File: config.mk
export PLATFORM = sky130hd
export DESIGN_NAME = uart_rx
export DESIGN_NICKNAME = d
export VERILOG_FILES = /design/src/rtl/uart_rx.sv
export SDC_FILE = /design/constraint.sdc
export NUM_CORES = 1
export LEC_CHECK = 0
export ABC_CLOCK_PERIOD_IN_PS = 2700
export BUFFER_PORTS_ARGS = -buffer_cell sky130_fd_sc_hd__buf_2
export CAP_MARGIN = 10
export CORE_AREA = 10 10 64 66
export CTS_BUF_LIST = sky130_fd_sc_hd__clkbuf_2
export DETAILED_ROUTE_END_ITERATION = 8
export DIE_AREA = 0 0 74 76
export GPL_ROUTABILITY_DRIVEN = 0
export MAX_ROUTING_LAYER = met4
export PLACE_DENSITY = 0.76
export SLEW_MARGIN = 15
export SYNTH_ARGS = -nofsm -noshare
export SYNTH_HDL_FRONTEND = slang
export SYNTH_SLANG_ARGS = --single-unit
File: constraint.sdc
create_clock -name RXC -period 2.7 [get_ports RXC]
set_clock_uncertainty 0.15 [all_clocks]
set_input_delay 0.405 -clock RXC [delete_from_list [all_inputs] [get_ports RXC]]
set_output_delay 0.405 -clock RXC [all_outputs]
set_load 0.02 [all_outputs]
File: src/rtl/uart_rx.sv
`default_nettype none
//==============================================================================
// Module   : uart_rx
// Desc     : Oversampling UART receiver. RXD is re-timed by a 2-flop
//            synchroniser, the start bit is validated at mid-bit, SIZE data
//            bits are captured LSB-first and the stop bit is checked. The
//            received word is offered on a valid/ack handshake with sticky
//            FRAME_ERR and OVERRUN flags.
//            Optional feature macro: UART_RX_PARITY_EN adds an even-parity
//            bit after the data and a sticky PARITY_ERR output.
// Revision : 1.0  initial release
//==============================================================================
module uart_rx #(
   parameter int SIZE = 8,
   parameter int OSR  = 16
) (
   input  logic            RXC,
   input  logic            R_N,
   input  logic            RXD,
   output logic [SIZE-1:0] RXDATA,
   output logic            RX_VALID,
   input  logic            RX_ACK,
   output logic            RX_BUSY,
   output logic            FRAME_ERR,
   output logic            OVERRUN,
`ifdef UART_RX_PARITY_EN
   output logic            PARITY_ERR,
`endif
   input  logic            ERR_CLR
);

   localparam int c_tick_w = $clog2(OSR);
   localparam int c_bit_w  = (SIZE > 1) ? $clog2(SIZE) : 1;
   localparam logic [c_tick_w-1:0] c_tick_half = c_tick_w'(OSR / 2);
   localparam logic [c_tick_w-1:0] c_tick_last = c_tick_w'(OSR - 1);
   localparam logic [c_bit_w-1:0]  c_bit_last  = c_bit_w'(SIZE - 1);

   typedef enum logic [2:0] {
      S_IDLE      = 3'd0,
      S_START     = 3'd1,
      S_DATA      = 3'd2,
      S_STOP      = 3'd3,
`ifdef UART_RX_PARITY_EN
      S_PARITY    = 3'd5,
`endif
      S_WAIT_HIGH = 3'd4
   } state_t;

   logic                r_sync1;
   logic                r_rxd_s;
   state_t              r_state;
   state_t              w_state_nx;
   logic [c_tick_w-1:0] r_tick;
   logic [c_tick_w-1:0] w_tick_nx;
   logic [c_bit_w-1:0]  r_bit;
   logic [c_bit_w-1:0]  w_bit_nx;
   logic [SIZE-1:0]     r_shift;
   logic                w_shift_en;
   logic                w_deliver;
   logic                w_ferr_set;
`ifdef UART_RX_PARITY_EN
   logic                r_par_bad;
   logic                w_par_bad_nx;
   logic                w_perr_set;
`endif

   // Two-flop synchroniser; idles high so reset never looks like a start bit.
   always_ff @(posedge RXC or negedge R_N) begin
      if (!R_N) begin
         r_sync1 <= 1'b1;
         r_rxd_s <= 1'b1;
      end else begin
         r_sync1 <= RXD;
         r_rxd_s <= r_sync1;
      end
   end

   // Frame state register.
   always_ff @(posedge RXC or negedge R_N) begin
      if (!R_N) begin
         r_state <= S_IDLE;
      end else begin
         r_state <= w_state_nx;
      end
   end

   // Next-state, counter and strobe decode; the tick counter free-runs
   // modulo OSR so every bit boundary lands on the same tick value.
   always_comb begin
      w_state_nx = r_state;
      w_tick_nx  = (r_tick == c_tick_last) ? '0 : r_tick + c_tick_w'(1);
      w_bit_nx   = r_bit;
      w_shift_en = 1'b0;
      w_deliver  = 1'b0;
      w_ferr_set = 1'b0;
`ifdef UART_RX_PARITY_EN
      w_par_bad_nx = r_par_bad;
      w_perr_set   = 1'b0;
`endif
      case (r_state)
         S_IDLE: begin
            w_tick_nx = '0;
            if (!r_rxd_s) begin
               w_state_nx = S_START;
            end
         end
         S_START: begin
`ifdef UART_RX_PARITY_EN
            w_par_bad_nx = 1'b0;
`endif
            if (r_tick == c_tick_half) begin
               w_tick_nx  = '0;
               w_bit_nx   = '0;
               // A line that is high again at mid-start was only a glitch.
               w_state_nx = r_rxd_s ? S_IDLE : S_DATA;
            end
         end
         S_DATA: begin
            if (r_tick == c_tick_last) begin
               w_shift_en = 1'b1;
               if (r_bit == c_bit_last) begin
`ifdef UART_RX_PARITY_EN
                  w_state_nx = S_PARITY;
`else
                  w_state_nx = S_STOP;
`endif
               end else begin
                  w_bit_nx = r_bit + c_bit_w'(1);
               end
            end
         end
`ifdef UART_RX_PARITY_EN
         S_PARITY: begin
            if (r_tick == c_tick_last) begin
               // Even parity: the parity bit equals the XOR of the data bits.
               if (r_rxd_s != (^r_shift)) begin
                  w_perr_set   = 1'b1;
                  w_par_bad_nx = 1'b1;
               end
               w_state_nx = S_STOP;
            end
         end
`endif
         S_STOP: begin
            if (r_tick == c_tick_last) begin
               if (r_rxd_s) begin
`ifdef UART_RX_PARITY_EN
                  w_deliver = !r_par_bad;
`else
                  w_deliver = 1'b1;
`endif
                  w_state_nx = S_IDLE;
               end else begin
                  w_ferr_set = 1'b1;
                  w_state_nx = S_WAIT_HIGH;
               end
            end
         end
         S_WAIT_HIGH: begin
            // Hold off on a broken/held-low line until it returns to idle.
            w_tick_nx = '0;
            if (r_rxd_s) begin
               w_state_nx = S_IDLE;
            end
         end
         default: begin
            w_state_nx = S_IDLE;
         end
      endcase
   end

   // Tick/bit counters and the LSB-first shift register.
   always_ff @(posedge RXC or negedge R_N) begin
      if (!R_N) begin
         r_tick  <= '0;
         r_bit   <= '0;
         r_shift <= '0;
      end else begin
         r_tick <= w_tick_nx;
         r_bit  <= w_bit_nx;
         if (w_shift_en) begin
            r_shift <= {r_rxd_s, r_shift[SIZE-1:1]};
         end
      end
   end

`ifdef UART_RX_PARITY_EN
   // Parity verdict for the current frame and its sticky host flag.
   always_ff @(posedge RXC or negedge R_N) begin
      if (!R_N) begin
         r_par_bad  <= 1'b0;
         PARITY_ERR <= 1'b0;
      end else begin
         r_par_bad <= w_par_bad_nx;
         if (w_perr_set) begin
            PARITY_ERR <= 1'b1;
         end else if (ERR_CLR) begin
            PARITY_ERR <= 1'b0;
         end
      end
   end
`endif

   // Host handshake and sticky errors; a new error event beats ERR_CLR.
   always_ff @(posedge RXC or negedge R_N) begin
      if (!R_N) begin
         RXDATA    <= '0;
         RX_VALID  <= 1'b0;
         FRAME_ERR <= 1'b0;
         OVERRUN   <= 1'b0;
      end else begin
         if (w_deliver && (!RX_VALID || RX_ACK)) begin
            RXDATA   <= r_shift;
            RX_VALID <= 1'b1;
         end else if (RX_ACK) begin
            RX_VALID <= 1'b0;
         end

         if (w_deliver && RX_VALID && !RX_ACK) begin
            OVERRUN <= 1'b1;
         end else if (ERR_CLR) begin
            OVERRUN <= 1'b0;
         end

         if (w_ferr_set) begin
            FRAME_ERR <= 1'b1;
         end else if (ERR_CLR) begin
            FRAME_ERR <= 1'b0;
         end
      end
   end

   assign RX_BUSY = (r_state != S_IDLE);

endmodule
`default_nettype wire

==> results_dict.tcl, run 1 <==
set metrics [dict create \
    antenna_found_initial 0 \
    postLayoutCoreUtil_pct 53.6 \
    timing.rr.start "r_tick[0]" \
    leakagePower_nw 0.775 \
    tns_ns 0 \
    overflow 0 \
    start_util_pct 47.3 \
    start_kind "flip-flop" \
    p_clk_share_pct 25.9 \
    crit_path_end_kind "flip-flop" \
    crit_fanout 8 \
    drt-initial-drc-count 34 \
    setup_viol 0 \
    fill_cells 257 \
    layout-drive-gt1-share_pct 34.6 \
    whs_endpoint "FRAME_ERR" \
    num_rows 20 \
    multi_input_area_um2 563 \
    worstSetupPathType "reg2reg" \
    yosysTopAreaCellShare_pct 52.4 \
    syn_nets 117 \
    cts_buffers 5 \
    clk_pin_slew_worst_paths_ns 0.15 \
    synth_common_cells "29 x dfrtp_1, 16 x mux2_2, 6 x inv_1, 5 x o21ai_0" \
    die_width_um 74 \
    ys.warnings.count 0 \
    crit_path_start "r_tick[0]" \
    p_int_uw 790 \
    ys_seq_area_share_pct 56.2 \
    final-seq-area_um2 778 \
    ioPinCount 17 \
    cts.sinks 31 \
    grt_usage_pct 9.74 \
    dr.pass1.iters 4 \
    grt_max_degree 32 \
    p_comb_share_pct 21.5 \
    worstPathArrival_ns 2.28 \
    swShare_pct 32.5 \
    rsz0062_at_grt "no" \
    routed_wl_um 2400 \
    drc 0 \
    min_path_type "in2reg" \
    synth-main-ff-cell "dfrtp_1" \
    ant_nets 0 \
    min_from "ERR_CLR" \
    syn_area_um2 1380 \
    slew_violations 0 \
    max_freq_mhz 460 \
    cts_tree "done" \
    cap_violations 0 \
    dp_slack_ns 0.534 \
    slew_headroom_pct 55.6 \
    grt_first_pass_wirelength_um 4340 \
    syn_area_per_cell_um2 12.8 \
    r2r_slack_ns 0.53 \
    switching_power_uw 380 \
    syn_inst 108 \
    p_per_area_nw_per_um2 746 \
    core_area_um2 2930 \
    post_cts_buffers 0 \
    die_h_um 76 \
    power.share.sequential_pct 52.7 \
    fin_nets 138 \
    synth.distinct_cells 33 \
    htreeDepth 2 \
    synthTopCellsByArea "dfrtp_1 52%, mux2_2 13%, dfstp_2 3.8%" \
    hpwl_um 1790 \
    synth_most_common_cell "dfrtp_1" \
    insertion_delay_ns 0.36 \
    synth_area_leader_cell "dfrtp_1" \
    fin_ws_ns 0.526 \
    grt_pass1_vias 914 \
    fin_crit_sh_pct 80.5 \
    antennaDiodeCount 0 \
    period_minus_slack_ns 2.17 \
    dieArea_um2 5620 \
    irDropWorstVdd_v 0.000473 \
    vias 898 \
    worst_r2r_endpoint "RXDATA[6]" \
    hold_viol_final 0 \
    clk_path_buf_depth 2 \
    synth-edff-count 0 \
    avgRoutedWirePerCell_um 14.7 \
    worst_r2r_path_depth 4 \
    power.total_mw 1.17 \
    tightest_slew_ns 0.666 \
    status "finished, final reports clean" \
    area_growth_pct 13.4 \
    ys_ff_latch 31 \
    io_buffers 16 \
    async_flop_share_pct 100 \
    vias_per_cell 5.51 \
    ctsRootBufferMaster "clkbuf_2" \
    hold_path_depth 2 \
    cp.required_ns 2.80 \
]
==> layout by cell type, fill, tap and decap left out, types with 2 or more instances in the layout <==
cell           Yosys  final
dfrtp_1           29     29
mux2_2            16     16
buf_2              1     16
inv_1              6      6
o21ai_0            5      5
clkbuf_2           0      5
nand2b_1           4      4
ha_1               4      4
or3_1              3      3
a21oi_1            3      3
a311oi_1           3      3
nor2_1             3      3
nand2_1            3      3
mux2i_1            3      3
nor2b_1            2      2
nand3_1            2      2
o22ai_1            2      2
dlygate4sd3_1      0      2
dfstp_2            2      2
==> worst max-delay path: stages, from the launching register on <==
cell and delay [ns]:
dfrtp_1 0.44, ha_1 0.29, nand3_2 0.18, nor4b_4 0.60
mux2_2 0.40
==> metal layers <==
| metal | global-route usage (%) | wire [um] |
|---|---|---|
| met1 | 11.2 | 1060 |
| met2 | 14.1 | 1130 |
| met3 | 5.08 | 178 |
| met4 | 3.54 | 35 |
| met5 | - | 0 |
==> area by class of cell <==
cell class / count / area share [%]
well taps: 33 / 2.63
clock buffers: 5 / 1.59
multi-input cells: 67 / 35.9
repair buffers: 18 / 6.38
inverters: 6 / 1.44
clock inverters: 3 / 2.47
flip-flops and latches: 31 / 49.6
==> worst max path at each step <==
stage / to / slack (ns) / cells after the start
after floorplan: RXDATA[0] / 0.77 / 4
after global placement: RXDATA[6] / 0.65 / 4
after detailed placement: RXDATA[2] / 0.53 / 4
after CTS: RXDATA[6] / 0.51 / 4
after global routing: RXDATA[5] / 0.40 / 4
final: RXDATA[6] / 0.53 / 4
==> cell families after synthesis <==
kind of cell    Yosys count  synth area share [%]
compound gates           18                  8.59
simple gates             25                  12.7
xor+xnor                  1                 0.633
buf+inv                  10                  3.07
mux                      19                  15.2
flops                    31                  56.2
fa+ha+maj                 4                  3.62
==> state kept, by name (all words and copies together) (netlist names), 3 cells and up <==
signal	flops
RXDATA	8
r_bit	3
r_shift	8
r_state	3
r_tick	4
==> power groups by stage <==
stage / Sequential, mW / Combinational, mW / Clock [mW]
finish: 0.616 / 0.251 / 0.303
global route: 0.632 / 0.290 / 0.341
CTS: 0.612 / 0.255 / 0.318
detailed placement: 0.622 / 0.251 / 0
global placement: 0.615 / 0.240 / 0
floorplan: 0.576 / 0.239 / 0
==> repair_timing <==
item	in CTS	in global routing
hold endpoints to repair	30	0
hold buffers	2	0
resized for setup	0	0
==> stage by stage <==
step                hold WS, ns  instance area [um2]  instances
floorplan               -0.0406                 1380        108
global placement          0.196                 1490        153
detailed placement        0.198                 1490        153
CTS                      0.0718                 1570        163
global route             0.0632                 1570        163
finish                   0.0910                 1570        163
(Power assumes the default switching activity.)
==> run 2, diff against run 1 <==
--- a/config.mk
+++ b/config.mk
@@ -5,7 +5,7 @@
 export SDC_FILE = /design/constraint.sdc
 export NUM_CORES = 1
 export LEC_CHECK = 0
-export ABC_CLOCK_PERIOD_IN_PS = 2700
+export ABC_CLOCK_PERIOD_IN_PS = 2300
 export BUFFER_PORTS_ARGS = -buffer_cell sky130_fd_sc_hd__buf_2
 export CAP_MARGIN = 10
 export CORE_AREA = 10 10 64 66
==> constraint.sdc (replaced) <==
create_clock -name RXC -period 2.3 [get_ports RXC]
set_clock_uncertainty 0.15 [all_clocks]
set_input_delay 0.345 -clock RXC [delete_from_list [all_inputs] [get_ports RXC]]
set_output_delay 0.345 -clock RXC [all_outputs]
set_load 0.02 [all_outputs]
==> results_dict.tcl, run 2 (synthesized netlist as in run 1, its figures left out) <==
set metrics [dict create \
    vias_per_cell 5.45 \
    worstPathArrival_ns 2.11 \
    worst_r2r_path_depth 4 \
    vias 904 \
    drt-initial-drc-count 33 \
    rsz0062_at_grt "no" \
    multi_input_area_um2 563 \
    wl_met2_um 1070 \
    p_comb_share_pct 27.8 \
    io_buffers 16 \
    leakagePower_nw 0.780 \
    grt_pass1_vias 899 \
    highest_layer "met4" \
    clk_pin_slew_worst_paths_ns 0.14 \
    grt_max_degree 32 \
    overflow 0 \
    crit_chain "ha_1 -> nand3_2 -> or3_1 -> mux2_2" \
    ctsRootBufferMaster "clkbuf_2" \
    cts_buffers 5 \
    status "finished, final reports clean" \
    routed_wl_um 2340 \
    p_clk_share_pct 19.1 \
    post_cts_buffers 0 \
    placed_area_um2 1510 \
    ant_nets 0 \
    grt_first_pass_wirelength_um 4170 \
    num_rows 20 \
    dr_wl_met3_um 156 \
    clk_path_buf_depth 2 \
    cp.required_ns 2.38 \
    avgRoutedWirePerCell_um 14.1 \
    antennaDiodeCount 0 \
    area_growth_pct 13.2 \
    wl_met1_um 1080 \
    final_cell_mix "29 x dfrtp_1, 16 x mux2_2, 16 x buf_2" \
    htreeDepth 2 \
    timing.rr.start "r_tick[0]" \
    irDropWorstVdd_v 0.000702 \
    postLayoutCellArea_um2 1570 \
    hpwl_um 1730 \
    p_int_uw 842 \
    critPathBufInv 0 \
    slew_violations 0 \
    hold_viol_final 0 \
    final-seq-area_um2 778 \
    slew_headroom_pct 55.9 \
    fill_cells 257 \
    crit_fanout 8 \
    min_path_type "in2reg" \
    critical-path-slowest-cell "or3_1" \
    min_from "ERR_CLR" \
    crit_path_end_kind "flip-flop" \
    cts.sinks 31 \
    hold_path_depth 2 \
    cts_tree "done" \
    ioPinCount 17 \
    fin_nets 141 \
    p_per_area_nw_per_um2 825 \
    cpLargestDelayFamily "simple AND/OR/NAND/NOR gates" \
    fin_crit_sh_pct 88.5 \
    tightest_slew_ns 0.662 \
    largestRegisters "RXDATA: 8 flops, r_shift: 8 flops, r_tick: 4 flops" \
    period_minus_slack_ns 2.03 \
    drc 0 \
    max_freq_mhz 492 \
    antenna_found_initial 0 \
    start_kind "flip-flop" \
    insertion_delay_ns 0.35 \
    layout-drive-gt1-share_pct 36.1 \
    grt_usage_pct 9.34 \
    power.share.sequential_pct 53.1 \
    r2r_slack_ns 0.27 \
    setup_viol 0 \
    worst_r2r_endpoint "r_shift[0]" \
    dieArea_um2 5620 \
    cap_violations 0 \
    max_stage_delay_ns 0.54 \
    switching_power_uw 451 \
    core_area_um2 2930 \
    die_width_um 74 \
    start_util_pct 47.3 \
    die_h_um 76 \
    swShare_pct 34.9 \
    dr.pass1.iters 4 \
    final_common_cell "dfrtp_1" \
    tns_ns 0 \
    worstSetupPathType "reg2reg" \
    whs_endpoint "FRAME_ERR" \
]
## run 2: cell types whose count changed in the layout (fill, tap and decap cells not counted), sizes merged
cell	previous run	this run
buf	16	19
clkbuf	5	6
bufinv	1	0
## run 2: final cells by class
cell class / instances / share of cell area, %
Sequential cell: 31 / 49.7
Multi-Input combinational cell: 67 / 35.9
Timing Repair Buffer: 21 / 7.83
Tap cell: 33 / 2.64
Clock buffer: 6 / 1.92
Inverter: 6 / 1.44
Clock inverter: 2 / 0.559
## run 2: per-layer routing
metal | up-vias | global-route usage, %
met5 | - | -
met3 | 4 | 3.26
met1 | 439 | 11.5
li1 | 439 | -
met2 | 22 | 13.4
met4 | 0 | 3.92
## run 2: power by group through the flow
| stage | clock, mW | sequential (mW) | combinational [mW] |
|---|---|---|---|
| 3_5_place_dp | 0 | 0.696 | 0.356 |
| 2_1_floorplan | 0 | 0.676 | 0.280 |
| 3_3_place_gp | 0 | 0.688 | 0.337 |
| 5_1_grt | 0.280 | 0.696 | 0.415 |
| 6_report | 0.247 | 0.686 | 0.359 |
| 4_1_cts | 0.256 | 0.684 | 0.361 |
## run 2: worst max-delay path by stage
stage	from	endpoint	slack [ns]	depth (start not counted)
6_report	r_tick[0]	r_shift[0]	0.27	4
5_1_grt	r_tick[0]	r_shift[0]	0.15	4
4_1_cts	r_tick[0]	r_shift[0]	0.28	4
3_5_place_dp	r_tick[0]	r_shift[5]	0.29	4
3_3_place_gp	r_tick[0]	r_shift[2]	0.36	4
2_1_floorplan	r_tick[0]	RXDATA[0]	0.37	4
## run 2: through the flow
stage	instances	worst slack (ns)	power [mW]	hold slack [ns]	utilization, %
final	166	0.266	1.29	0.0543	53.5
after global routing	166	0.150	1.39	0.0362	53.5
after CTS	166	0.276	1.30	0.0351	53.5
after detailed placement	156	0.292	1.05	0.198	51.5
after global placement	156	0.358	1.02	0.197	51.5
after floorplan	108	0.374	0.957	-0.101	-
## run 2: timing repair
action	4_1_cts	5_1_grt
endpoints found under the hold margin	30	0
hold buffers	2	0
gates resized for setup	0	0
==> run 3, diff against run 2 <==
--- a/config.mk
+++ b/config.mk
@@ -5,13 +5,14 @@
 export SDC_FILE = /design/constraint.sdc
 export NUM_CORES = 1
 export LEC_CHECK = 0
+export ABC_AREA = 1
 export ABC_CLOCK_PERIOD_IN_PS = 2300
 export BUFFER_PORTS_ARGS = -buffer_cell sky130_fd_sc_hd__buf_2
 export CAP_MARGIN = 10
-export CORE_AREA = 10 10 64 66
+export CORE_AREA = 10 10 66 68
 export CTS_BUF_LIST = sky130_fd_sc_hd__clkbuf_2
 export DETAILED_ROUTE_END_ITERATION = 8
-export DIE_AREA = 0 0 74 76
+export DIE_AREA = 0 0 76 78
 export GPL_ROUTABILITY_DRIVEN = 0
 export MAX_ROUTING_LAYER = met4
 export PLACE_DENSITY = 0.76
@@ -19,3 +20,4 @@
 export SYNTH_ARGS = -nofsm -noshare
 export SYNTH_HDL_FRONTEND = slang
 export SYNTH_SLANG_ARGS = --single-unit
+export TNS_END_PERCENT = 5
==> results_dict.tcl, run 3 <==
set metrics [dict create \
    status "finished, final reports clean" \
    slew_violations 0 \
    post_cts_buffers 0 \
    fin_crit_sh_pct 82.0 \
    async_flop_share_pct 100 \
    ant_nets 0 \
    cap_violations 0 \
    timing.rr.start "r_tick[0]" \
    cts_buffers 5 \
    critPathBufInv 1 \
    antennaDiodeCount 0 \
    swShare_pct 35.3 \
    start_kind "flip-flop" \
    die_width_um 76 \
    grt_max_degree 32 \
    ctsRootBufferMaster "clkbuf_2" \
    hold_viol_final 0 \
    ioPinCount 17 \
    p_comb_share_pct 29.0 \
    rsz0062_at_grt "no" \
    synthTopCellsByArea "dfrtp_1 49%, nand2_1 8.3%, inv_1 5.3%" \
    power.share.sequential_pct 41.2 \
    grt_pass1_vias 1186 \
    p_int_mw 1.06 \
    die_h_um 78 \
    cp.required_ns 1.80 \
    core_area_um2 3180 \
    routed_wl_um 2740 \
    io_buffers 16 \
    worstSetupPathType "reg2out" \
    max_freq_mhz 530 \
    hold_path_depth 4 \
    syn_inst 159 \
    htreeDepth 2 \
    cpLargestDelayFamily "flip-flops" \
    dr.pass1.iters 4 \
    grt_first_pass_wirelength_um 5060 \
    p_clk_share_pct 29.8 \
    min_from "RX_ACK" \
    syn_nets 168 \
    vias_per_cell 4.81 \
    placed_area_um2 1600 \
    critical-path-slowest-cell "dfrtp_1" \
    hpwl_um 2020 \
    vias 1101 \
    syn_area_um2 1500 \
    post-place-cells 218 \
    synth_common_cells "33 x nand2_1, 29 x dfrtp_1, 21 x inv_1, 14 x nand3_1, 10 x nor2_1" \
    yosysTopAreaCellShare_pct 48.5 \
    ys.warnings.count 0 \
    grt_usage_pct 10.8 \
    period_minus_slack_ns 1.89 \
    max_stage_delay_ns 0.51 \
    worst_r2r_path_depth 6 \
    cts.sinks 31 \
    leakagePower_nw 0.864 \
    dieArea_um2 5930 \
    drt-initial-drc-count 94 \
    r2r_slack_ns 0.69 \
    ys_seq_area_share_pct 52.1 \
    synth.distinct_cells 27 \
    crit_chain "nor2_1 -> nand2_1 -> buf_2" \
    cts_tree "done" \
    tightest_slew_ns 0.671 \
    synth-main-ff-cell "dfrtp_1" \
    tns_ns 0 \
    worstPathArrival_ns 1.39 \
    fin_nets 191 \
    num_rows 21 \
    overflow 0 \
    largestRegisters "RXDATA: 8 flops, r_shift: 8 flops, r_tick: 4 flops" \
    syn_area_per_cell_um2 9.40 \
    synth_area_leader_cell "dfrtp_1" \
    slew_headroom_pct 55.3 \
    synth_most_common_cell "nand2_1" \
    synth-edff-count 0 \
    worst_r2r_endpoint "RXDATA[6]" \
    final_cell_mix "33 x nand2_1, 29 x dfrtp_1, 21 x inv_1" \
    antenna_found_initial 0 \
    crit_fanout 8 \
    avgRoutedWirePerCell_um 12.0 \
    irDropWorstVdd_v 0.000584 \
    setup_viol 0 \
    insertion_delay_ns 0.38 \
    switching_power_uw 580 \
    layout.cells.non_filler 229 \
    layout-drive-gt1-share_pct 28.4 \
    whs_endpoint "RX_VALID" \
    crit_path_end_kind "primary output" \
    ys_ff_latch 31 \
    drc 0 \
    postLayoutCellArea_um2 1730 \
    p_per_area_nw_per_um2 953 \
    clk_path_buf_depth 2 \
    min_path_type "in2reg" \
    final_common_cell "nand2_1" \
    start_util_pct 47.0 \
    area_growth_pct 15.4 \
    clk_pin_slew_worst_paths_ns 0.17 \
]
[run 3: area by class of cell]
class	count	area [um2]
clock buffers	5	25.0
well taps	46	57.6
flip-flops and latches	31	778
repair buffers	19	110
inverters	26	100
clock inverters	3	67.6
fillers	282	1450
multi-input cells	99	587
[run 3: power groups by stage]
| stage | combinational [mW] | sequential [mW] | clock (mW) |
|---|---|---|---|
| detailed placement | 0.468 | 0.688 | 0 |
| CTS | 0.478 | 0.677 | 0.506 |
| finish | 0.477 | 0.677 | 0.489 |
| global route | 0.544 | 0.688 | 0.533 |
| global placement | 0.450 | 0.682 | 0 |
| floorplan | 0.412 | 0.656 | 0 |
[run 3: worst max path at each step]
stage / cells after the start / end / startpoint / slack [ns]
global route: 3 / RX_BUSY / r_state[0] / 0.28
CTS: 3 / RX_BUSY / r_state[0] / 0.40
global placement: 6 / RXDATA[0] / r_tick[0] / 0.73
finish: 3 / RX_BUSY / r_state[0] / 0.41
floorplan: 7 / RXDATA[6] / r_tick[0] / 0.86
detailed placement: 6 / RXDATA[4] / r_tick[0] / 0.69
[run 3: worst register-to-register path: cells and delay by family (launching register included)]
kind	cells	cell delay [ns]
buffers and inverters	1	0.14
and+or+nand+nor	3	0.53
DFF	1	0.42
AOI/OAI and AO/OA	1	0.06
adders and majority gates	1	0.21
[run 3: kinds of logic (layout without fill, tap and decap cells)]
logic type	count (synthesis)	in the layout	share of synthesized area, %
flip-flops	31	31	52.1
AND/OR/NAND/NOR	71	71	25.0
XOR/XNOR	2	2	1.17
buffers and inverters	29	53	8.70
AO/OA/AOI/OAI	22	22	9.71
adder cells (fa/ha/maj)	4	4	3.35
[run 3: routing by layer]
layer / track usage, % / vias to the layer above / routed length (um)
met5: - / - / 0
met4: 2.84 / 0 / 36
met3: 4.84 / 6 / 112
met2: 19.0 / 19 / 1440
met1: 10.5 / 525 / 1160
li1: - / 551 / -
[run 3: per-stage QoR]
stage	setup slack, ns	util (%)	total power [mW]	hold WS (ns)
4_1_cts	0.397	54.3	1.66	0.152
6_report	0.414	54.3	1.64	0.168
2_1_floorplan	0.857	-	1.07	-0.101
3_3_place_gp	0.732	50.4	1.13	0.197
5_1_grt	0.279	54.3	1.76	0.134
3_5_place_dp	0.689	50.4	1.16	0.199
[run 3: what timing repair did]
action,CTS,global route
hold buffers,3,0
hold endpoints to repair,32,0
resized for setup,0,0
